[src/rtl/tpg_pkg.sv]
// Shared definitions for the test pattern generator: mode encodings
// and the colour bar palette, ordered left to right across the line.
package tpg_pkg;

   localparam logic [1:0] TPG_SOLID   = 2'd0;
   localparam logic [1:0] TPG_BARS    = 2'd1;
   localparam logic [1:0] TPG_CHECKER = 2'd2;
   localparam logic [1:0] TPG_RAMP    = 2'd3;

   localparam logic [23:0] TPG_BAR0 = 24'hFFFFFF;
   localparam logic [23:0] TPG_BAR1 = 24'hFFFF00;
   localparam logic [23:0] TPG_BAR2 = 24'h00FFFF;
   localparam logic [23:0] TPG_BAR3 = 24'h00FF00;
   localparam logic [23:0] TPG_BAR4 = 24'hFF00FF;
   localparam logic [23:0] TPG_BAR5 = 24'hFF0000;
   localparam logic [23:0] TPG_BAR6 = 24'h0000FF;
   localparam logic [23:0] TPG_BAR7 = 24'h000000;

   function automatic logic [23:0] tpg_bar_color(input logic [2:0] idx);
      logic [23:0] c;
      unique case (idx)
         3'd0: c = TPG_BAR0;
         3'd1: c = TPG_BAR1;
         3'd2: c = TPG_BAR2;
         3'd3: c = TPG_BAR3;
         3'd4: c = TPG_BAR4;
         3'd5: c = TPG_BAR5;
         3'd6: c = TPG_BAR6;
         3'd7: c = TPG_BAR7;
      endcase
      return c;
   endfunction

endpackage

[src/rtl/tpg_raster_counter.sv]
// Raster position tracker: X/Y counters, bar sub-counter/index, frame flags.
// Ports: clk_i, rst_i (sync, high), advance_i (one pixel consumed);
//   outputs describe the NEXT pixel position: x8_o (X mod 256),
//   chk_o (X[CheckerLog2]^Y[CheckerLog2]), bar_o, start_o (next is (0,0)),
//   wrap_o (this advance ends the frame).
module tpg_raster_counter
   import tpg_pkg::*;
#(
   parameter int Width       = 800,
   parameter int Height      = 600,
   parameter int CheckerLog2 = 5
) (
   input  logic       clk_i,
   input  logic       rst_i,
   input  logic       advance_i,
   output logic [7:0] x8_o,
   output logic       chk_o,
   output logic [2:0] bar_o,
   output logic       start_o,
   output logic       wrap_o
);

   localparam int XW = $clog2(Width);
   localparam int YW = $clog2(Height);
   localparam int BW = $clog2(Width / 8);

   logic [XW-1:0] x_q, x_d;
   logic [YW-1:0] y_q, y_d;
   logic [BW-1:0] bcnt_q, bcnt_d;
   logic [2:0]    bidx_q, bidx_d;
   logic          x_last, y_last, b_last;
   logic          cx, cy;

   assign x_last = (x_q == XW'(Width - 1));
   assign y_last = (y_q == YW'(Height - 1));
   assign b_last = (bcnt_q == BW'(Width / 8 - 1));

   always_comb begin
      x_d    = x_q;
      y_d    = y_q;
      bcnt_d = bcnt_q;
      bidx_d = bidx_q;
      if (advance_i) begin
         if (x_last) begin
            x_d    = '0;
            bcnt_d = '0;
            bidx_d = '0;
            y_d    = y_last ? '0 : y_q + 1'b1;
         end else begin
            x_d = x_q + 1'b1;
            if (b_last) begin
               bcnt_d = '0;
               bidx_d = bidx_q + 3'd1;
            end else begin
               bcnt_d = bcnt_q + 1'b1;
            end
         end
      end
   end

   always_ff @(posedge clk_i) begin
      if (rst_i) begin
         x_q    <= '0;
         y_q    <= '0;
         bcnt_q <= '0;
         bidx_q <= '0;
      end else begin
         x_q    <= x_d;
         y_q    <= y_d;
         bcnt_q <= bcnt_d;
         bidx_q <= bidx_d;
      end
   end

   // Bits beyond the counter width are constant zero.
   if (XW >= 8) begin : g_x8_wide
      assign x8_o = x_d[7:0];
   end else begin : g_x8_narrow
      assign x8_o = {{(8 - XW){1'b0}}, x_d};
   end

   if (CheckerLog2 < XW) begin : g_cx
      assign cx = x_d[CheckerLog2];
   end else begin : g_cx0
      assign cx = 1'b0;
   end

   if (CheckerLog2 < YW) begin : g_cy
      assign cy = y_d[CheckerLog2];
   end else begin : g_cy0
      assign cy = 1'b0;
   end

   assign chk_o   = cx ^ cy;
   assign bar_o   = bidx_d;
   assign start_o = (x_d == '0) && (y_d == '0);
   assign wrap_o  = advance_i && x_last && y_last;

endmodule

[config.mk]
export PLATFORM = sky130hd
export DESIGN_NAME = tpg_raster_counter
export DESIGN_NICKNAME = d
export VERILOG_FILES = /design/src/rtl/tpg_pkg.sv /design/src/rtl/tpg_raster_counter.sv
export SDC_FILE = /design/constraint.sdc
export NUM_CORES = 1
export LEC_CHECK = 0
export BUFFER_PORTS_ARGS = -buffer_cell sky130_fd_sc_hd__buf_2
export CORE_MARGIN = 4
export CORE_UTILIZATION = 59
export DETAILED_ROUTE_END_ITERATION = 16
export GPL_TIMING_DRIVEN = 0
export PLACE_DENSITY = 0.79
export SYNTH_ARGS = -nofsm -noshare
export SYNTH_HDL_FRONTEND = slang
export SYNTH_SLANG_ARGS = --single-unit
export TNS_END_PERCENT = 5
[constraint.sdc]
create_clock -name clk_i -period 3.15 [get_ports clk_i]
set_clock_uncertainty 0.05 [all_clocks]
set_input_delay 0.1575 -clock clk_i [delete_from_list [all_inputs] [get_ports clk_i]]
set_output_delay 0.1575 -clock clk_i [all_outputs]
set_load 0.03 [all_outputs]
Word level (Yosys, flattened, before mapping)
Cells that the tools add are included.
{ "word_totals": {"regBits": 30, "in_bits": 3, "output_inout_bits": 14, "wordCells": 27} }
{ "op_classes": {"n_addsub": 4, "eq_ne": 3, "muxes": 10, "bitwise": 1, "reduce_logical": 5} }
{ "op_table": {"columns": ["operator", "n"], "rows": [
  ["$mux W10", 5],
  ["$add A10 B1 Y10 const B", 2],
  ["$eq A10 B10 Y1 const B", 2],
  ["$logic_not A10 Y1", 2],
  ["$mux W7", 2],
  ["$mux W3", 3],
  ["$add A7 B1 Y7 const B", 1],
  ["$eq A7 B7 Y1 const B", 1],
  ["$add A3 B1 Y3 const B", 1],
  ["$logic_and A1 B1 Y1", 3],
  ["$xor A1 B1 Y1", 1]
]} }

Logic depth before layout (Yosys ltp)
Gate-level depths: netlist of run 1.
{ "depth": {"depth_word": 6, "ltp_mapped": 8, "ltp_nobuf": 7} }

Least setup slack after synthesis of run 1
Ideal clock, no wire load.
{ "synth_path": {"path_kind": "flip-flop to output port", "startpoint": "reg x_q[0]", "endpoint": "out start_o", "arrival_ns": 2.570, "required_time_ns": 2.942, "slack_ns": 0.372, "path_stages_with_launch": 9, "n_path_buf": 1, "path_cell_list": "dfxtp_1 -> ha_1 -> and3_1 -> nand4_2 -> buf_6 -> o21ai_1 -> o2111ai_1 -> or4_1 -> nor4_2"} }
{ "synth_between": {"elab_chain_cells": 5, "elab_cells_between_ends": 9, "classes_between": "add/sub (1); eq/ne (1); mux (4); reduce/logical (3)"} }
{ "synth_rtl": {"columns": ["element", "line_no", "rtl"], "rows": [
  ["from (decl)", "tpg_raster_counter.sv:27", "logic [XW-1:0] x_q, x_d;"],
  ["from (signal assigned)", "tpg_raster_counter.sv:63", "x_q <= '0;"],
  ["from (signal assigned)", "tpg_raster_counter.sv:68", "x_q <= x_d;"],
  ["$add A10 B1 Y10 or $eq A10 B10 Y1 (tied branches)", "tpg_raster_counter.sv:50, tpg_raster_counter.sv:34", null],
  ["$mux W10", "tpg_raster_counter.sv:44", "if (x_last) begin"],
  ["$mux W10", "tpg_raster_counter.sv:43", "if (advance_i) begin"],
  ["$logic_not A10 Y1", "tpg_raster_counter.sv:96", "assign start_o = (x_d == '0) && (y_d == '0);"],
  ["$logic_and A1 B1 Y1 (*)", "tpg_raster_counter.sv:96", null],
  ["to (decl)", "tpg_raster_counter.sv:19", "output logic start_o,"]
]} }
Mark *: on every way between the ends. The rest lies on a longest branch, timed or not.

Final worst setup path of run 1
Same ends and word-level chain as after synthesis.

==> impl_metrics.ini, run 1 <==
[outcome]
run_status = completed

[die]
core-area_um2 = 2850
die_area_um2 = 4060
rows = 19
die_h_um = 63.7
io_pins = 17
die_w_um = 63.7
start_util_pct = 64.3

[route]
drc_errors = 0
viasPerCell = 6.01
top_layer = met4
wl_um = 4210
routedWlPerCell_um = 14.9
route.met3.wl_um = 248
dr.pass1.iters = 4
drt_first_iter_violations = 131
dr_wl_met2_um = 2070
vias = 1700
met1Wirelength_um = 1820
drtAntennaViolNets = 0

[clock_network]
cts.sinks = 30
clock_latency_ns = 0.35
cts_made_buffers = 5
cts_tree = yes
clkTransAtPathRegs_ns = 0.10
cts_htree_levels = 2
hold_buffers = 0
root_buffer = clkbuf_4
clockBufferDepth = 2

[place]
place_hpwl_um = 3040
place_area_um2 = 1950
gp_congestion = 0.882
dp_cells = 267
dp_worst_setup_slack_ns = 0.310
port_buffers = 16

[grt]
grt_pass1_vias = 1607
grt_start_max_net_pins = 11
grt_first_pass_wirelength_um = 7200
antenna_found_initial = 0
track_usage_pct = 22.0
grt.overflow.total = 0

[finish]
drive_gt1_share_pct = 25.0
syn2layout_area_growth_pct = 15.4
finish.utilization_pct = 74.1
final_nets = 258
design_area_um2 = 2110
multi_input_area_um2 = 1120
fillers = 224
ff_latch_area_um2 = 606
diodes = 0
stdcell_count = 283

[sta]
finalWorstSetupSlack_ns = 0.130
fin_crit_ns = 3.02
period_share_pct = 95.9
max_slew_margin_pct = 67.8
worst_pin_slew_ns = 0.483
finalSetupViolCount = 0
maxSlewViolCount = 0
finalHoldViolations = 0
max_freq_mhz = 331

[synthesis]
synth-edff-count = 0
yosys.area.top_type = dfxtp_1
ys_seq_area_share_pct = 32.8
synth_cells = 220
syn_area_per_cell_um2 = 8.33
yosys_warnings = 0
synth_top_area_share_pct = 32.8
synth_ff_type = dfxtp_1
yosys-top-cells-area = dfxtp_1 33%, nor2_1 5.1%, xnor2_1 4.3%
syn_nets = 227
ys_ff_latch = 30
async_flop_share_pct = 0
synth_cell_types = 50
syn_area_um2 = 1830

[min_path]
hold_path.class = in2reg

[worst_setup_path]
worstPathArrival_ns = 2.81
cp-start-kind = flip-flop
required_ns = 2.94
critical_path_class = reg2out
cp-end-kind = output pin
crit_fanout = 10

[flow_run]
cap_violations = 0

[power_and_ir_drop]
p_per_area_nw_per_um2 = 343
ir_drop_v = 0.000286
p_leak_nw = 0.885
cells in the final DEF (no fill, tap or decap), types with 4 or more instances in the layout:
| cell type | instances |
|---|---|
| nand3_1 | 12 |
| xor2_1 | 8 |
| buf_4 | 17 |
| xnor2_1 | 9 |
| o21ai_0 | 10 |
| clkbuf_1 | 4 |
| buf_6 | 4 |
| buf_2 | 15 |
| dfxtp_1 | 26 |
| nor2_1 | 25 |
| a21oi_1 | 14 |
| nor4_1 | 4 |
| nor2b_1 | 7 |
| nand2_1 | 14 |
| dfxtp_2 | 4 |
| nor3_1 | 7 |
| nand4_1 | 6 |
| inv_1 | 6 |
| clkbuf_4 | 5 |
cells by family after synthesis:
group                      count (synthesis)  synth area share [%]
adders and majority gates                  4                  2.73
AOI/OAI and AO/OA                         40                  13.2
and+or+nand+nor                          105                  34.3
buffers and inverters                     22                  7.78
xor gates and xnor gates                  17                  8.12
muxes                                      2                  1.09
DFF                                       30                  32.8
stage by stage:
stage / hold slack, ns / TNS (ns) / total power [mW]
after floorplan: 0.179 / 0 / 0.453
after global placement: 0.387 / 0 / 0.468
after detailed placement: 0.393 / 0 / 0.471
after CTS: 0.0121 / 0 / 0.726
after global routing: 0.0193 / -0.0459 / 0.760
final: 0.0299 / 0 / 0.724
metal layers:
metal / up-vias / global-route usage, %
met3: 10 / 5.25
met1: 790 / 26.2
li1: 850 / -
met5: - / 0
met2: 50 / 38.5
met4: 0 / 8.36
critical path, stage by stage, from the launching register on:
cell and delay (ns):
dfxtp_2 0.41, ha_4 0.18, and3_2 0.23, nand4_4 0.14, buf_6 0.18, o21ai_1 0.17, o2111ai_1 0.13, or4_1 0.54
nor4_2 0.30, buf_4 0.21
power by group:
part	total, mW	internal [mW]	switching, mW
clock	0.256	0.107	0.149
combinational	0.0746	0.0320	0.0426
sequential	0.393	0.385	0.00805
what timing repair did:
action / 4_1_cts / 5_1_grt
buffers inserted: 0 / 8
pin swaps: 0 / 4
endpoints found under the hold margin: 0 / 0
gates resized for setup: 4 / 7
setup endpoints to repair: 1 / 1
worst paths after layout:
check / slack [ns] / startpoint / cells past startpoint / end
worst min-delay path: 0.03 / rst_i / 2 / x_q[1]$_SDFF_PP0_
worst max register to register: 0.98 / x_q[5]$_SDFF_PP0_ / 8 / bcnt_q[6]$_SDFFE_PP0P_
worst max-delay path: 0.13 / x_q[0]$_SDFF_PP0_ / 9 / start_o
worst min register to register: 0.47 / bcnt_q[6]$_SDFFE_PP0P_ / 2 / bcnt_q[6]$_SDFFE_PP0P_
sequential cells by signal, summed over array words and instances, names as in the netlist:
name	cells
y_q	10
bidx_q	3
x_q	10
bcnt_q	7
synth_stat cells (all sizes together), types with 2 or more instances:
| cell | instances |
|---|---|
| o21ai | 13 |
| and3 | 6 |
| mux2i | 2 |
| nor2b | 7 |
| nand4b | 3 |
| nor4b | 2 |
| ha | 4 |
| nand3 | 12 |
| and4 | 2 |
| nor3 | 8 |
| a22oi | 2 |
| clkbuf | 4 |
| nand4 | 7 |
| inv | 6 |
| and2 | 3 |
| a21oi | 14 |
| nand2 | 14 |
| or3 | 4 |
| xor2 | 8 |
| nor2 | 25 |
| dfxtp | 30 |
| buf | 12 |
| nor4 | 6 |
| xnor2 | 9 |
final cells by class:
type	instances	area share, %
Multi-Input combinational cell	168	53.0
Sequential cell	30	28.6
Timing Repair Buffer	24	6.75
Buffer	16	5.68
Clock buffer	6	2.43
Tap cell	31	1.83
Inverter	6	1.07
Clock inverter	2	0.592
Note: power is estimated with default switching activity, not from simulation.
==> run 2, diff against run 1 <==
- BUFFER_PORTS_ARGS: -buffer_cell sky130_fd_sc_hd__buf_2 -> unset
- CORE_UTILIZATION: 59 -> 45
- DONT_BUFFER_PORTS: unset -> 1
- PLACE_DENSITY: 0.79 -> unset
==> run 2 against run 1 <==
Final area down 2.5%. Sequential cell count did not move. Worst setup slack got worse by 0.0024 ns. Highest routed layer unchanged. Hold slack better by 0.087 ns. Critical path type unchanged. Critical path depth decreased by 2. Total power grew 4.6%. Via count down 5.2%.
==> impl_metrics.ini, run 2 (same netlist as run 1, synthesis figures left out) <==
[place]
dp_cells = 268
gp_congestion = 0.890
place_area_um2 = 1890
port_buffers = 0
place_hpwl_um = 2950

[worst_setup_path]
rrSetupSlack_ns = 1.08
critical_path.startpoint = x_q[5]$_SDFF_PP0_
r2r_end = x_q[5]$_SDFF_PP0_
worstPathArrival_ns = 2.81
rr_worst_depth = 5
required_ns = 2.94
crit_fanout = 10
cp-end-kind = output pin
critical_path_class = reg2out
cp-start-kind = flip-flop
endpoint = start_o
r2r_start = x_q[5]$_SDFF_PP0_

[sta]
grt_setup_unrepaired = false
max_freq_mhz = 331
finalHoldViolations = 0
fin_tns_setup_ns = 0
finalSetupViolCount = 0
fin_crit_ns = 3.02
maxSlewViolCount = 0
worst_pin_slew_ns = 0.683
period_share_pct = 95.9
max_slew_margin_pct = 54.1
fin_hold_ws_ns = 0.117

[finish]
reg_top3 = x_q (10), y_q (10), bcnt_q (7)
syn2layout_area_growth_pct = 12.4
finish.utilization_pct = 54.2
layout_common_cells = 28 x dfxtp_1, 25 x nor2_1, 14 x nand2_1, 14 x a21oi_1, 13 x buf_4
drive_gt1_share_pct = 18.0
stdcell_count = 281
design_area_um2 = 2060
layout_commonest_cell = dfxtp_1
fillers = 349
diodes = 0
final_nets = 240

[flow_run]
cap_violations = 0

[clock_network]
clkTransAtPathRegs_ns = 0.06
cts_htree_levels = 2
clockBufferDepth = 2
clock_latency_ns = 0.28
root_buffer = clkbuf_8
cts_tree = yes
cts_made_buffers = 5
cts.sinks = 30

[route]
drt_first_iter_violations = 106
wl_um = 4220
drtAntennaViolNets = 0
vias = 1612
viasPerCell = 5.74
drc_errors = 0
dr.pass1.iters = 4
routedWlPerCell_um = 15.0

[grt]
antenna_found_initial = 0
grt_pass1_vias = 1558
track_usage_pct = 17.3
grt_first_pass_wirelength_um = 7170
grt.overflow.total = 0
grt_start_max_net_pins = 11

[power_and_ir_drop]
p_leak_nw = 0.792
p_per_area_nw_per_um2 = 368
ir_drop_v = 0.000289

[die]
io_pins = 17
die_h_um = 71.8
rows = 22
start_util_pct = 48.3
die_area_um2 = 5160
core-area_um2 = 3800
die_w_um = 71.8

[outcome]
run_status = completed

[min_path]
hold_path.class = in2reg
==> run 2: worst min-delay path by stage <==
stage	from	endpoint	slack (ns)	depth (start not counted)
3_5_place_dp	rst_i	x_q[6]$_SDFF_PP0_	0.18	1
2_1_floorplan	rst_i	x_q[0]$_SDFF_PP0_	0.18	1
3_3_place_gp	rst_i	x_q[1]$_SDFF_PP0_	0.18	1
5_1_grt	rst_i	bcnt_q[3]$_SDFFE_PP0P_	0.13	2
6_report	rst_i	bcnt_q[2]$_SDFFE_PP0P_	0.12	2
4_1_cts	rst_i	bcnt_q[2]$_SDFFE_PP0P_	0.12	2
==> run 2: metal layers <==
| metal | global-route usage (%) | share of wire, % |
|---|---|---|
| met5 | 0 | 0 |
| met4 | 5.64 | 1.2 |
| met2 | 28.1 | 47 |
| met1 | 22.7 | 48 |
| met3 | 3.93 | 4.1 |
==> run 2: layout make-up <==
type	count	area [um2]	area share, %
Clock buffer	5	68.8	3.34
Multi-Input combinational cell	168	1130	54.8
Clock inverter	2	10.0	0.486
Buffer	16	120	5.83
Inverter	6	22.5	1.09
Tap cell	48	60.1	2.91
Timing Repair Buffer	6	47.5	2.31
Sequential cell	30	603	29.3
==> run 2: what timing repair did <==
action / CTS / global route
endpoints found under the setup margin: 1 / 1
hold buffers: 1 / 0
gates resized for setup: 1 / 7
pin swaps: 1 / 4
buffers inserted: 0 / 5
hold endpoints to repair: 5 / 0
==> run 2: where the power goes <==
part / leakage, nW / internal [mW] / switching [mW]
registers: 0.243 / 0.386 / 0.00818
clock network: 0.0438 / 0.148 / 0.144
logic: 0.505 / 0.0310 / 0.0410
==> run 2: through the flow <==
stage	power, mW	setup WS (ns)
floorplan	0.453	0.372
global placement	0.463	0.0708
detailed placement	0.464	0.0545
CTS	0.758	0.0443
global route	0.790	0.0256
finish	0.758	0.128
==> run 2: worst max-delay path, stage by stage, from the launching register on <==
cell and delay [ns]:
dfxtp_1 0.38, nor4b_4 0.36, nand4_2 0.19, buf_6 0.18
o21ai_1 0.19, o2111ai_1 0.15, or4_4 0.55, nor4_4 0.53
